$ cat src/rtl/spi_mstr16_if.sv
// Command/response and serial-pin bundle between the inertial interface,
// the SPI master and the sensor.
interface spi_mstr16_if;
  logic        wrt;
  logic [15:0] cmd;
  logic        done;
  logic [15:0] rd_data;
  logic        SS_n;
  logic        SCLK;
  logic        MOSI;
  logic        MISO;

  modport master (
    input  wrt, cmd, MISO,
    output done, rd_data, SS_n, SCLK, MOSI
  );

  modport slave (
    output wrt, cmd, MISO,
    input  done, rd_data, SS_n, SCLK, MOSI
  );
endinterface

$ cat src/rtl/spi_mstr16.sv
// 16-bit mode-3 SPI master, SCLK = clk/32, full-duplex shift of one command
// word with a sticky done flag for the polling inertial interface.
//
// state | meaning
// IDLE  | SS_n high, SCLK high, waiting for wrt
// FRONT | SS_n low, SCLK high, setup time before the first SCLK fall
// SHIFT | 16 rise-sample / fall-shift SCLK periods
// BACK  | SCLK held high after the 16th rise, final shift then release SS_n
module spi_mstr16 (
  input  logic         clk,
  input  logic         rst_n,
  spi_mstr16_if.master bus
);

  typedef enum logic [1:0] {IDLE, FRONT, SHIFT, BACK} state_t;

  // Preload puts the first SCLK fall 9 clocks after the accepting edge.
  localparam logic [4:0] DIV_LOAD = 5'b10111;

  state_t      state, nxt_state;
  logic [4:0]  div;
  logic [15:0] shft;
  logic        smpl;
  logic [4:0]  bit_cnt;
  logic        ss_n_q;
  logic        done_q;

  logic start, inc_div, smpl_en, shift_en, finish;

  always_ff @(posedge clk or negedge rst_n) begin
    if (!rst_n) state <= IDLE;
    else        state <= nxt_state;
  end

  always_comb begin
    nxt_state = state;
    start     = 1'b0;
    inc_div   = 1'b0;
    smpl_en   = 1'b0;
    shift_en  = 1'b0;
    finish    = 1'b0;
    case (state)
      IDLE: begin
        if (bus.wrt) begin
          start     = 1'b1;
          nxt_state = FRONT;
        end
      end
      FRONT: begin
        inc_div = 1'b1;
        if (div == 5'b11111) nxt_state = SHIFT;
      end
      SHIFT: begin
        inc_div = 1'b1;
        if (div == 5'b01111) begin
          smpl_en = 1'b1;
          if (bit_cnt == 5'd15) nxt_state = BACK;
        end
        if (div == 5'b11111) shift_en = 1'b1;
      end
      BACK: begin
        inc_div = 1'b1;
        if (div == 5'b11111) begin
          shift_en  = 1'b1;
          finish    = 1'b1;
          nxt_state = IDLE;
        end
      end
      default: nxt_state = IDLE;
    endcase
  end

  always_ff @(posedge clk or negedge rst_n) begin
    if (!rst_n)                div <= DIV_LOAD;
    else if (start || finish)  div <= DIV_LOAD;
    else if (inc_div)          div <= div + 5'd1;
  end

  // The last shift in BACK pushes in the bit sampled at the 16th rise.
  always_ff @(posedge clk or negedge rst_n) begin
    if (!rst_n)        shft <= 16'h0000;
    else if (start)    shft <= bus.cmd;
    else if (shift_en) shft <= {shft[14:0], smpl};
  end

  always_ff @(posedge clk or negedge rst_n) begin
    if (!rst_n)       smpl <= 1'b0;
    else if (smpl_en) smpl <= bus.MISO;
  end

  always_ff @(posedge clk or negedge rst_n) begin
    if (!rst_n)       bit_cnt <= 5'd0;
    else if (start)   bit_cnt <= 5'd0;
    else if (smpl_en) bit_cnt <= bit_cnt + 5'd1;
  end

  always_ff @(posedge clk or negedge rst_n) begin
    if (!rst_n) begin
      ss_n_q <= 1'b1;
      done_q <= 1'b0;
    end else if (start) begin
      ss_n_q <= 1'b0;
      done_q <= 1'b0;
    end else if (finish) begin
      ss_n_q <= 1'b1;
      done_q <= 1'b1;
    end
  end

  assign bus.SCLK    = div[4];
  assign bus.MOSI    = shft[15];
  assign bus.rd_data = shft;
  assign bus.SS_n    = ss_n_q;
  assign bus.done    = done_q;

endmodule

$ cat src/flat_wrapper.sv
// flat-port wrapper written by rule: the top's interface ports become plain ports
module spi_mstr16_flat 
  (clk, rst_n, bus_wrt, bus_cmd, bus_MISO, bus_done, bus_rd_data, bus_SS_n, bus_SCLK, bus_MOSI);
  spi_mstr16_if bus_i ();
  input  logic clk;
  input  logic rst_n;
  input wire logic [$bits(bus_i.wrt)-1:0] bus_wrt;
  input wire logic [$bits(bus_i.cmd)-1:0] bus_cmd;
  input wire logic [$bits(bus_i.MISO)-1:0] bus_MISO;
  output wire logic [$bits(bus_i.done)-1:0] bus_done;
  output wire logic [$bits(bus_i.rd_data)-1:0] bus_rd_data;
  output wire logic [$bits(bus_i.SS_n)-1:0] bus_SS_n;
  output wire logic [$bits(bus_i.SCLK)-1:0] bus_SCLK;
  output wire logic [$bits(bus_i.MOSI)-1:0] bus_MOSI;
  assign bus_i.wrt = bus_wrt;
  assign bus_i.cmd = bus_cmd;
  assign bus_i.MISO = bus_MISO;
  assign bus_done = bus_i.done;
  assign bus_rd_data = bus_i.rd_data;
  assign bus_SS_n = bus_i.SS_n;
  assign bus_SCLK = bus_i.SCLK;
  assign bus_MOSI = bus_i.MOSI;
  spi_mstr16 u_core (.clk(clk), .rst_n(rst_n), .bus(bus_i));
endmodule
$ cat config.mk
export PLATFORM = sky130hd
export DESIGN_NAME = spi_mstr16_flat
export DESIGN_NICKNAME = d
export VERILOG_FILES = /design/src/rtl/spi_mstr16_if.sv /design/src/rtl/spi_mstr16.sv /design/src/flat_wrapper.sv
export SDC_FILE = /design/constraint.sdc
export NUM_CORES = 1
export LEC_CHECK = 0
export ABC_AREA = 1
export CELL_PAD_IN_SITES_DETAIL_PLACEMENT = 0
export CELL_PAD_IN_SITES_GLOBAL_PLACEMENT = 2
export CORE_MARGIN = 1.5
export CORE_UTILIZATION = 30
export CTS_CLUSTER_SIZE = 40
export DETAILED_ROUTE_END_ITERATION = 7
export PLACE_DENSITY_LB_ADDON = 0.05
export SLEW_MARGIN = 0
export SYNTH_ARGS = -nofsm -noshare
export SYNTH_HDL_FRONTEND = slang
export SYNTH_SLANG_ARGS = --single-unit
$ cat constraint.sdc
create_clock -name clk -period 3.55 [get_ports clk]
set_input_delay 0.71 -clock clk [delete_from_list [all_inputs] [get_ports clk]]
set_output_delay 0.71 -clock clk [all_outputs]
set_load 0.02 [all_outputs]
After elaboration in Yosys (flattened, before gate mapping)
Index checks and enable logic that the tools add are counted.
- register bits: 31
- bits of input ports: 20
- output and inout port bits: 20
- word-level logic and storage cells: 51
- $add $sub $neg: 2
- equality and inequality tests: 11
- mux-type cells: 22
- reductions and logical operators: 9
- operator list (kind ; count):
    16-bit two-way mux ; 2
    5-bit two-way mux ; 4
    5-bit by 1-bit adder with 5-bit output, second input constant ; 2
    5-bit by 4-bit equality test with 1-bit output, second input constant ; 2
    1-bit two-way mux ; 10
    2-bit two-way mux ; 5
    2-bit by 1-bit inequality test with 1-bit output, second input constant ; 4
    2-bit one-hot mux with 4 select lines ; 1
    2-bit nonzero test ; 4
    5-bit equality test, second input constant ; 1
    5-bit AND reduction ; 1
    2-bit equality test, second input constant ; 2
    3-bit OR reduction ; 1
    2-bit by 1-bit equality test with 1-bit output, second input constant ; 1
    2-bit logical NOT ; 1
    2-bit inequality test, second input constant ; 1
    2-bit OR reduction ; 1
    1-bit logical OR ; 1

Depth between registers and ports, before layout
- depth after elaboration: 5
- gate-level depth with buffers: 11
- depth with buffers taken out: 10

Least setup slack after synthesis
No wires, ideal clock.
- kind: reg2reg
- from: register u_core.div[0]
- to: register u_core.shft[15], in the netlist u_core.bus.rd_data[15]
- setup time: 0.116 ns
- arrival: 1.659 ns
- data required time: 3.434 ns
- slack: 1.775 ns
- stages on the path, launching flop included: 11
- path buffers: 1
- clock period less this slack: 1.775 ns
- cells stage by stage: dfstp_2 -> ha_1 -> inv_1 -> nor3_1 -> ha_1 -> nand2_1 -> nand2_4 -> nor2_8 -> buf_4 -> nand2_1 -> nand2_1
- cells in the longest elaborated chain, start to end: 4
- RTL lines (item ; RTL line ; text):
    start: declaration ; spi_mstr16.sv:21 ; logic [4:0] div;
    start signal: assignment ; spi_mstr16.sv:76 ; else if (inc_div) div <= div + 5'd1;
    5-bit equality test ; spi_mstr16.sv:59, spi_mstr16.sv:63 ;
    1-bit two-way mux ; spi_mstr16.sv:59, spi_mstr16.sv:63 ;
    1-bit two-way mux ; -- ;
    2-bit nonzero test (no line) ; -- ;
    end signal: assignment ; spi_mstr16.sv:82 ; else if (start) shft <= bus.cmd;
    end signal: assignment ; spi_mstr16.sv:83 ; else if (shift_en) shft <= {shft[14:0], smpl};
    end: declaration ; spi_mstr16.sv:22 ; logic [15:0] shft;
No other way between the ends.
A chain may end at the register's enable or synchronous reset.

Worst setup path in the final report
- from: register u_core.div[4]
- to: output port bus_SCLK
- RTL lines (item ; RTL line ; text):
    end: declaration ; flat_wrapper.sv:13 ; output wire logic [$bits(bus_i.SCLK)-1:0] bus_SCLK;
No word-level cell between the ends.

==> metrics.yaml <==
fin_tns_setup_ns: 0
synth-compound-area-share_pct: 3.33
via_per_inst: 4.30
post-synth-top-area-cell: "sky130_fd_sc_hd__dfrtp_1"
reg2reg_slack_ns: 1.59
routedWlPerCell_um: 11.3
num_rows: 27
initial_core_util_pct: 31.2
syn_inst: 228
synth-simple-area-share_pct: 34.9
clk_transition_reported_paths_ns: 0.07
critical_path.endpoint: "bus_SCLK"
cts_buffer_depth: 2
mappedNetlistNets: 258
die_w_um: 78.9
finish.utilization_pct: 41.0
final.period_utilization_pct: 60.8
synth_common_cells: "sky130_fd_sc_hd__nand2_1, sky130_fd_sc_hd__dfrtp_1, sky130_fd_sc_hd__inv_1"
hold_viol_final: 0
status: "finished, final reports clean"
leakage_uw: 0.00120
cp_data_arrival_time_ns: 1.45
post_synth_fa_ha_maj_area_fraction_pct: 7.25
synth_most_common_cell: "sky130_fd_sc_hd__nand2_1"
async_reset_ff_share_pct: 100
fp.dieArea_um2: 6220
nNetsFinal: 298
synth_warnings: 0
num-fill-cells: 601
post-route-drc-count: 0
tritoncts: "built"
ys_ff_latch: 31
peakVddDrop_mv: 0.258
crit_path_cell_trace: "clkdlybuf4s50_1"
path_depth: 1
synth_edf_count: 0
ff2ff_path_depth: 10
synth_sequential_area_ratio_pct: 45.3
number_of_sinks_on_the_clock_net: 31
num_antenna_cells: 0
track_usage_pct: 13.6
power_density_nw_per_um2: 789
crit-reg2reg-capture: "u_core.bus.rd_data[14]$_DFFE_PN0P_"
ioPinCount: 40
grt_first_pass_wirelength_mm: 6.53
postRouteAntennaNets: 0
ys_top_cells_by_area: "sky130_fd_sc_hd__dfrtp_1, sky130_fd_sc_hd__nand2_1, sky130_fd_sc_hd__dfstp_2, sky130_fd_sc_hd__ha_1, sky130_fd_sc_hd__inv_1"
area.growth.synth_to_final_pct: 31.7
cts_hold_buffers: 0
fin_worst_skew_ns: 0.00161
min_path_type: "reg2reg"
routabilityCongestion: 0.706
distinct_cell_type_count_of_the_synthesized_netlist: 21
worstSkewPairLatency_ns: 0.28
postCtsSetupBuffers: 0
cap_violations: 0
worstSetupStartpoint: "u_core.div[4]$_DFFE_PN1P_"
grt_max_degree: 32
post_cts_resized: 0
first_global_vias: 1358
grt_antenna_before_repair: 0
globalRoute.totalOverflow: 0
worstPathMaxFanout: 4
fin_ws_ns: 1.39
crit_path_start_kind: "flop"
critical_path_class: "reg2out"
drt_first_iter_violations: 71
fmax_mhz: 463
drt_wl_total_mm: 3.86
worst_r2r_startpoint: "u_core.div[0]$_DFFE_PN1P_"
synth_top_flop_cell: "sky130_fd_sc_hd__dfrtp_1"
worst_setup_path_end_kind: "output pin"
worst_path_max_stage_delay_ns: 0.61
syn-mean-instance-area_um2: 7.57
critical_path_buf_inv_count: 1
layout_min_cycle_time_ns: 2.16
detailed_place_hpwl_mm: 2.64
h-tree-depth: 2
drv_slew: 0
cts.root.buffer_cell: "sky130_fd_sc_hd__clkbuf_8"
route.vias.total: 1465
grt_setup_unrepaired: "no"
synth_top_cell_area_share_pct: 37.7
worstMarginPinSlew_ns: 0.435
synth-xor-area-share_pct: 0.507
floorplan.core_area_um2: 5540
yosys-mux-area-fraction_pct: 0
die_h_um: 78.9
cts_buffer_count: 5
cpLargestDelayFamily: "buffers and inverters"
pre_cts_slack_ns: 1.31
drt-pass1-iter-count: 4
final_setup_vio_count: 0
main_combinational_cell_family_by_area_after_synthesis: "simple AND/OR/NAND/NOR gates"
count_of_input_and_output_buffers: 39
worstPathRequired_ns: 2.84
netlist_area_um2: 1730
drive_gt1_share_pct: 7.06
worst_slew_margin_rel_pct: 71.0
slowest_stage: "sky130_fd_sc_hd__clkdlybuf4s50_1"
registers in the layout, summed over array words and instances (netlist names):
signal and count:
u_core.bus.SS_n 1, u_core.div 5, u_core.state 2, u_core.bit_cnt 5, u_core.bus.rd_data 16, u_core.smpl 1
u_core.bus.done 1
worst min-delay path by stage:
stage | from | endpoint | slack (ns) | depth (start not counted)
floorplan | rst_n | u_core.bit_cnt[0]$_DFFE_PN0P_ | 0.41 | 0
global placement | u_core.smpl$_DFFE_PN0P_ | u_core.smpl$_DFFE_PN0P_ | 0.48 | 2
detailed placement | u_core.smpl$_DFFE_PN0P_ | u_core.smpl$_DFFE_PN0P_ | 0.47 | 2
CTS | u_core.div[1]$_DFFE_PN1P_ | u_core.div[1]$_DFFE_PN1P_ | 0.49 | 2
global route | u_core.div[1]$_DFFE_PN1P_ | u_core.div[1]$_DFFE_PN1P_ | 0.51 | 2
finish | u_core.smpl$_DFFE_PN0P_ | u_core.smpl$_DFFE_PN0P_ | 0.49 | 2
power by group:
part	leakage (uW)	switching, uW	internal (uW)
logic	0.000751	489	341
registers	0.000391	105	497
clock network	0.0000612	136	227
total	0.00120	730	1060
layout make-up:
type	count	area (um2)	area share [%]
Multi-Input combinational cell	166	793	34.9
Sequential cell	31	782	34.4
Timing Repair Buffer	40	398	17.5
Inverter	24	92.6	4.07
Tap cell	72	90.1	3.96
Clock buffer	6	82.6	3.63
Clock inverter	2	35.0	1.54
placed cells by master (no fill, tap or decap), types with 5 or more instances in the layout:
cell type and instances:
sky130_fd_sc_hd__ha_1 10, sky130_fd_sc_hd__dfstp_2 5, sky130_fd_sc_hd__clkbuf_8 6, sky130_fd_sc_hd__clkdlybuf4s50_1 39, sky130_fd_sc_hd__nand2_1 121, sky130_fd_sc_hd__o21ai_0 6, sky130_fd_sc_hd__nand3_1 9, sky130_fd_sc_hd__inv_1 22
sky130_fd_sc_hd__nor2_1 6, sky130_fd_sc_hd__dfrtp_1 26
through the flow:
step | area, um2 | total power [uW] | hold WS [ns] | instances
after floorplan | 1730 | 1180 | 0.414 | 228
after global placement | 2160 | 1470 | 0.476 | 333
after detailed placement | 2160 | 1450 | 0.474 | 333
after CTS | 2270 | 1830 | 0.491 | 341
after global routing | 2270 | 1970 | 0.513 | 341
final | 2270 | 1790 | 0.486 | 341
cell families after synthesis:
| kind of cell | Yosys count |
|---|---|
| XOR/XNOR | 1 |
| adder cells (fa/ha/maj) | 10 |
| flip-flops | 31 |
| AND/OR/NAND/NOR | 144 |
| AO/OA/AOI/OAI | 11 |
| buffers and inverters | 31 |
layer usage:
metal	up-vias	track usage, %	wire [um]
met5	-	0	0
met4	0	4.74	57
met3	6	3.33	158
met2	29	19.9	1610
met1	655	19.4	2040
li1	775	-	-
worst min-delay path, delay by kind of cell (launching register included):
| kind | cells | cell delay (ns) |
|---|---|---|
| AND/OR/NAND/NOR | 2 | 0.11 |
| flip-flops | 1 | 0.35 |
No activity file was read; power rests on OpenSTA's default activity.
